File: src/rtl/whack_game_core.sv
// Whack-a-mole game engine: LFSR mole selection, per-mole timeout, per-button
// lockout after wrong presses, round timer and a high score held across rounds.
module whack_game_core #(
    parameter int N_MOLES      = 8,
    parameter int SCORE_W      = 8,
    parameter int MOLE_CYCLES  = 500000,
    parameter int LOCK_CYCLES  = 1000000,
    parameter int ROUND_CYCLES = 15000000,
    localparam int IDX_W = (N_MOLES > 1) ? $clog2(N_MOLES) : 1
) (
    input  logic               clk,
    input  logic               rst,
    input  logic               start,
    input  logic [N_MOLES-1:0] btn,
    input  logic [1:0]         mode,
    output logic [IDX_W-1:0]   mole_idx,
    output logic               mole_valid,
    output logic               game_over,
    output logic [SCORE_W-1:0] score,
    output logic [SCORE_W-1:0] misses,
    output logic [SCORE_W-1:0] high_score,
    output logic               new_high,
    output logic [N_MOLES-1:0] lockout
);
    localparam int MC_W = $clog2(MOLE_CYCLES + 1);
    localparam int RC_W = $clog2(ROUND_CYCLES + 1);
    localparam int LC_W = $clog2(LOCK_CYCLES + 1);
    localparam logic [SCORE_W-1:0] SAT = '1;

    // IDLE wait for start | ARM pick next mole | UP mole visible | OVER round finished
    typedef enum logic [1:0] {IDLE, ARM, UP, OVER} state_t;

    state_t             state;
    logic [15:0]        lfsr;
    logic               start_q;
    logic [N_MOLES-1:0] btn_q;
    logic [1:0]         mode_q;
    logic [MC_W-1:0]    mole_cnt;
    logic [MC_W-1:0]    mole_t;
    logic [RC_W-1:0]    round_cnt;
    logic [LC_W-1:0]    lock_cnt [N_MOLES];
    logic [LC_W-1:0]    lock_nxt [N_MOLES];
    logic               start_rise, hit, round_end, expire, enter_over;
    logic [N_MOLES-1:0] press, wrong, mole_sel;
    logic [IDX_W-1:0]   folded, pick;

    assign start_rise = start & ~start_q;
    assign press      = btn & ~btn_q & ~lockout;
    assign mole_sel   = N_MOLES'(1) << mole_idx;
    assign hit        = |(press & mole_sel);
    assign wrong      = press & ~mole_sel;
    assign round_end  = (round_cnt == RC_W'(1));
    assign expire     = (mode_q != 2'd3) && (mole_cnt == MC_W'(1));
    assign enter_over = !start_rise && round_end && ((state == ARM) || (state == UP));
    assign mole_valid = (state == UP);
    assign game_over  = (state == OVER);

    // Fold raw LFSR bits into range, then step past the previous mole
    always_comb begin
        folded = lfsr[IDX_W-1:0];
        if (int'(folded) >= N_MOLES) folded = IDX_W'(int'(folded) - N_MOLES);
        pick = folded;
        if (folded == mole_idx) pick = (int'(folded) == N_MOLES - 1) ? '0 : folded + IDX_W'(1);
    end

    always_comb begin
        case (mode)
            2'd0:    mole_t = MC_W'(MOLE_CYCLES);
            2'd1:    mole_t = MC_W'(MOLE_CYCLES >> 1);
            2'd2:    mole_t = MC_W'(MOLE_CYCLES >> 2);
            default: mole_t = mole_cnt;
        endcase
    end

    always_comb begin
        for (int i = 0; i < N_MOLES; i++) begin
            lock_nxt[i] = (lock_cnt[i] != '0) ? lock_cnt[i] - LC_W'(1) : '0;
            if ((state == UP) && wrong[i]) lock_nxt[i] = LC_W'(LOCK_CYCLES);
            if (start_rise) lock_nxt[i] = '0;
        end
    end

    always_ff @(posedge clk or posedge rst) begin
        if (rst) begin
            state      <= IDLE;
            lfsr       <= 16'hACE1;
            start_q    <= 1'b0;
            btn_q      <= '0;
            mode_q     <= '0;
            mole_idx   <= '0;
            mole_cnt   <= '0;
            round_cnt  <= '0;
            score      <= '0;
            misses     <= '0;
            high_score <= '0;
            new_high   <= 1'b0;
            lockout    <= '0;
            for (int i = 0; i < N_MOLES; i++) lock_cnt[i] <= '0;
        end else begin
            lfsr    <= {lfsr[14:0], lfsr[15] ^ lfsr[13] ^ lfsr[12] ^ lfsr[10]};
            start_q <= start;
            btn_q   <= btn;
            for (int i = 0; i < N_MOLES; i++) begin
                lock_cnt[i] <= lock_nxt[i];
                lockout[i]  <= (lock_nxt[i] != '0);
            end
            new_high <= 1'b0;
            if (enter_over && (score > high_score)) begin
                high_score <= score;
                new_high   <= 1'b1;
            end
            if (start_rise) begin
                state     <= ARM;
                score     <= '0;
                misses    <= '0;
                round_cnt <= RC_W'(ROUND_CYCLES);
            end else begin
                case (state)
                    ARM: begin
                        mole_idx  <= pick;
                        mode_q    <= mode;
                        mole_cnt  <= mole_t;
                        round_cnt <= round_cnt - RC_W'(1);
                        state     <= round_end ? OVER : UP;
                    end
                    UP: begin
                        round_cnt <= round_cnt - RC_W'(1);
                        if (mode_q != 2'd3) mole_cnt <= mole_cnt - MC_W'(1);
                        if (round_end) begin
                            state <= OVER;
                        end else if (hit) begin
                            score <= (score == SAT) ? score : score + SCORE_W'(1);
                            state <= ARM;
                        end else if (expire) begin
                            misses <= (misses == SAT) ? misses : misses + SCORE_W'(1);
                            state  <= ARM;
                        end
                    end
                    default: ;
                endcase
            end
        end
    end
endmodule

File: config.mk
export PLATFORM = sky130hd
export DESIGN_NAME = whack_game_core
export DESIGN_NICKNAME = d
export VERILOG_FILES = /design/src/rtl/whack_game_core.sv
export SDC_FILE = /design/constraint.sdc
export NUM_CORES = 1
export LEC_CHECK = 0
export BUFFER_PORTS_ARGS = -buffer_cell sky130_fd_sc_hd__buf_2
export CAP_MARGIN = 5
export CORE_UTILIZATION = 60
export DETAILED_ROUTE_END_ITERATION = 8
export HOLD_SLACK_MARGIN = 0.03
export PLACE_DENSITY = 0.79
export SETUP_SLACK_MARGIN = 0.4
export SLEW_MARGIN = 15
export SYNTH_ARGS = -nofsm -noshare
export SYNTH_HDL_FRONTEND = slang
export SYNTH_SLANG_ARGS = --single-unit
File: constraint.sdc
create_clock -name clk -period 12.7 [get_ports clk]
set_input_delay 0.635 -clock clk [delete_from_list [all_inputs] [get_ports clk]]
set_output_delay 0.635 -clock clk [all_outputs]
set_load 0.1 [all_outputs]
* After elaboration in Yosys (flattened, before gate mapping)
Cells that the tools add are included.
Word-level totals: bits in registers 268, latch bits 0, RAM bits 0, memory bits (read-only) 0, bits of input ports 13, output and inout bits 38, logic and storage cells 161, memories kept 0
Operators by class: add/subtract/negate cells 13, $mul 0, divide/modulo/power cells 0, magnitude comparators 1, equality and inequality tests 19, shifts and indexed selects 1, muxes and demuxes 49, bitwise operators 13, reduce and logical (&&, ||, !) cells 44
Operators by type and width (count):
- $mux 20 | 24
- $reduce_bool 20->1 | 16
- $sub 20x1->20 const B | 8
- $mux 8 | 11
- $pmux 19 s3 | 1
- $mux 24 | 2
- $pmux 19 s2 | 1
- $and 8x8->8 | 4
- $eq 24x1->1 const B | 1
- $not 8->8 | 3
- $sub 24x1->24 const B | 1
- $eq 19x1->1 const B | 1
- $mux 19 | 1
- $sub 19x1->19 const B | 1
- $add 8x1->8 const B | 2
- $eq 8x8->1 const B | 2
- $logic_and 1x1->1 | 12
- $ne 2x2->1 const B | 5
- $reduce_bool 2->1 | 5
- $gt 8x8->1 | 1
- $mux 2 | 4
- $reduce_and 4->1 | 2
- $reduce_or 8->1 | 1
- $shl 1x3->8 const A | 1
- other kinds (21) | 30

* Depth between registers and ports, before layout
depth in word-level cells 9, mapped depth 10, gate-level depth less buffers 8

* Worst setup path after synthesis
Ideal clock, no wire load.
path type register -> register, start point register mole_idx[0], end point register misses[5], library setup time 0.121 ns, arrival time 3.126 ns, data required time 12.579 ns, path slack 9.454 ns, stages on the path, launching flop included 8, buffers on the path 2, period minus slack after synthesis 3.246 ns, cells stage by stage dfrtp_1 clkbuf_1 mux4_2 a211o_1 nor4_1 clkbuf_1 a31oi_1 a41o_1
Between the ends: cells in the longest elaborated chain, start to end 5
RTL lines:
- start, declared | RTL line 16 | output logic [IDX_W-1:0] mole_idx,
- start signal, assigned | RTL line 120 | mole_idx <= pick;
- $shl 1x3->8 | RTL line 49 | assign mole_sel = N_MOLES'(1) << mole_idx;
- $and 8x8->8 | RTL line 50 | assign hit = |(press & mole_sel);
- $reduce_or 8->1 | RTL line 50
- $ne 2x2->1 (no source line)
- $reduce_and 5->1 (no source line)
- end signal, assigned | RTL line 135 | misses <= (misses == SAT) ? misses : misses + SCORE_W'(1);
- end, declared | RTL line 20 | output logic [SCORE_W-1:0] misses,
No other way between the ends. A chain may end at the register's enable or synchronous reset.

* Worst setup path after layout
start point register lock_cnt[20] (netlist name), end point register lockout[6]
Between the ends: cells in the longest elaborated chain, start to end 5, elaborated cells between the ends (all ways) 6, those cells by class add/sub: 1; mux: 3; reduce/logical: 2
RTL lines:
- start, declared | RTL line 41 | logic [LC_W-1:0] lock_cnt [N_MOLES];
- start signal, assigned by index | RTL line 104 | lock_cnt[i] <= lock_nxt[i];
- $sub 20x1->20 / $reduce_bool 20->1 (equally long branches) | RTL line 77 | lock_nxt[i] = (lock_cnt[i] != '0) ? lock_cnt[i] - LC_W'(1) : '0;
- $mux 20 * | RTL line 77
- $mux 20 * | RTL line 78 | if ((state == UP) && wrong[i]) lock_nxt[i] = LC_W'(LOCK_CYCLES);
- $mux 20 * | RTL line 79 | if (start_rise) lock_nxt[i] = '0;
- $reduce_bool 20->1 * | RTL line 105 | lockout[i] <= (lock_nxt[i] != '0);
- end signal, assigned by index | RTL line 105
- end, declared | RTL line 23 | output logic [N_MOLES-1:0] lockout
Every way passes the cells marked *; elsewhere a longest branch is shown, timed or not.

==> metrics <==
status finished clean; First-pass DRT Iterations 5; WL/cell approximately 16 um; IO Count 51; CTS resizes 0; ANT cells 0; die footprint about 0.024 mm2; Die Y 156 um; sequential area share after synthesis 0.472; largest net degree at the start of global routing 133; number of I/O port buffers 50; Layout area overhead 10.4%; commonest non-fill, non-tap cell in the layout dfrtp_1; clk_lat worst skew around 550 ps; Post-synth EDFFs 0; slowest library cell on the worst path o211ai_1; H-tree depth 1; vias in the first global route approximately 11,000; final setup fails 0; first-pass GRT wire length approximately 51,000 um; count of different cell masters after synthesis 74; Clock Skews 23.1 ps; initial antenna violation count 0; Cell Pwr Density 243 mW/mm2; CTS tree yes; Peak VDD IR 0.000180 V; Reg power frac 0.364; post-layout worst setup margin 9170 ps; worst r2r src lock_cnt[20]; setup slack, reg-to-reg 9170 ps; Largest delay share family, worst path simple AND/OR/NAND/NOR gates; max incr delay on CP 900 ps; worst min-delay path category input port to flop; wirelength, routed ~30,000 um; Net Count, Synth 1,539; Clock power frac 0.213; clk sinks ~270; FF-to-FF End lockout[6]; most frequent cells in the layout 260 x dfrtp_1, 207 x nor2_1, 85 x xnor2_1; Crit Path Class flop to flop; post-synthesis cell area about 0.014 mm2; fraction of registers with async set/reset 1.00; most frequent cell on the critical path inv_1; Max Transition Viols Final 0; ys flop type dfrtp_1; Max clock buf depth 3; FMAX 283 MHz; Initial Util 0.608; cell internal pwr 2230 uW; Hold-fix buffers, CTS 0; die width ~160 um; Comb power frac 0.423; CTS root buf clkbuf_16; Setup TNS Final 0 ps; final-report hold violation count 0; Critical Path End Type flop; reported net switching power 1590 uW; GPL Wtd Cong 0.875; routed via count 11,300; remaining global-route overflow 0; R2R depth 8; actual slew at the worst max-slew pin around 1100 ps; GRT Util Overall 0.250; post-CTS setup buffers 0; number of cells on the critical path 8; crit start category flop; Max Fanout on Critical Path 13; max-cap violations 0; Period minus WS final 3530 ps; initial DRC count 758; RSZ-0062 raised after global routing no; post-place setup slack 8820 ps; Buf+Inv Stages, Crit Path 2; Worst-path clk slew 60 ps; Critical Path Sink lockout[6]; vias per inst ~6.0; Seq cells post-synth 268; Placement Rows 56; CTS buffer count 28; ANT nets after route 0; Pwr Total between 3000 and 4000 uW; critical path arrival 3950 ps; fin crit share 0.278; drc violations 0; worst path cell trace inv_1, ha_1, nor4b_2, nand4_1, o211ai_1, inv_1, a211o_1, or4_1; dpl hpwl between 15,000 and 20,000 um; nets@finish 1,577; Mean Syn Cell Area 9.53 um2; Crit path required time 13,120 ps; Worst Setup SP lock_cnt[20]; share of layout cells above drive strength 1 0.104; Leak ~0.007 uW; area of the core 0.0234 mm2; Post-Synthesis Cells 1,494; Synth warnings 0; Relative slew margins 0.291; switching share of power 0.417
==> worst min path at each step <==
stage | from | to | slack [ps] | cells after the start
floorplan | lfsr[3] | lfsr[4] | 330 | 0
global placement | lfsr[3] | lfsr[4] | 340 | 0
detailed placement | lfsr[14] | lfsr[15] | 340 | 0
CTS | btn[6] | btn_q[6] | 200 | 1
global route | btn[6] | btn_q[6] | 200 | 1
finish | btn[6] | btn_q[6] | 210 | 1
==> metrics by stage <==
stage | cell area (um2) | hold slack, ps | util | cells
2_1_floorplan | 14200 | 331 | - | 1494
3_3_place_gp | 14800 | 338 | 0.631 | 1821
5_1_grt | 15700 | 199 | 0.671 | 1873
4_1_cts | 15700 | 196 | 0.671 | 1873
3_5_place_dp | 14800 | 338 | 0.631 | 1821
6_report | 15700 | 207 | 0.671 | 1873
==> logic make-up after synthesis <==
kind of cell,Yosys count,synth area share
multiplexers,28,0.0214
AND/OR/NAND/NOR,684,0.256
buffers and inverters,103,0.0283
XOR/XNOR,126,0.0775
adder cells (fa/ha/maj),32,0.0281
flip-flops,268,0.472
AO/OA/AOI/OAI,253,0.117
==> cells in the mapped netlist, drive strengths merged, types with 44 or more instances <==
master,count,share of area
nor3,68,0.024
xnor2,85,0.052
clkbuf,44,0.012
o21ai,47,0.017
nand3,46,0.016
nor2,207,0.055
nand2,78,0.021
dfrtp,260,0.46
inv,50,0.013
a21oi,63,0.022
==> worst reg2reg max path, delay by kind of cell, from the launching register on <==
kind,cells,cell delay (ps)
and+or+nand+nor,3,1320
AOI/OAI and AO/OA,2,1200
DFF,1,420
adders and majority gates,1,260
buffers and inverters,2,220
==> metal layers <==
metal	global-route usage	vias up	share of wire
li1	-	5529	-
met1	0.341	5480	0.47
met2	0.428	207	0.48
met3	0.0294	52	0.033
met4	0.0612	0	0.020
met5	0	-	0
==> cell type report <==
class / count / area, um2
clock buffers: 40 / 807
well taps: 319 / 399
repair buffers: 61 / 333
multi-input cells: 1123 / 7140
flip-flops and latches: 268 / 6720
fillers: 1865 / 7690
clock inverters: 12 / 120
inverters: 50 / 195
==> state kept, by name, indices dropped and copies added, names as in the netlist, 3 cells and up <==
name and flops:
btn_q 8, high_score 8, lfsr 16, lock_cnt 160, lockout 8, misses 8
mole_cnt 19, mole_idx 3, round_cnt 24, score 8
==> power groups by stage <==
stage	clock, uW	combinational (uW)	sequential (uW)
finish	815	1610	1390
global route	867	1810	1430
CTS	833	1610	1380
detailed placement	0	1600	1390
global placement	0	1560	1380
floorplan	0	1280	1390
(Power assumes the default switching activity.)
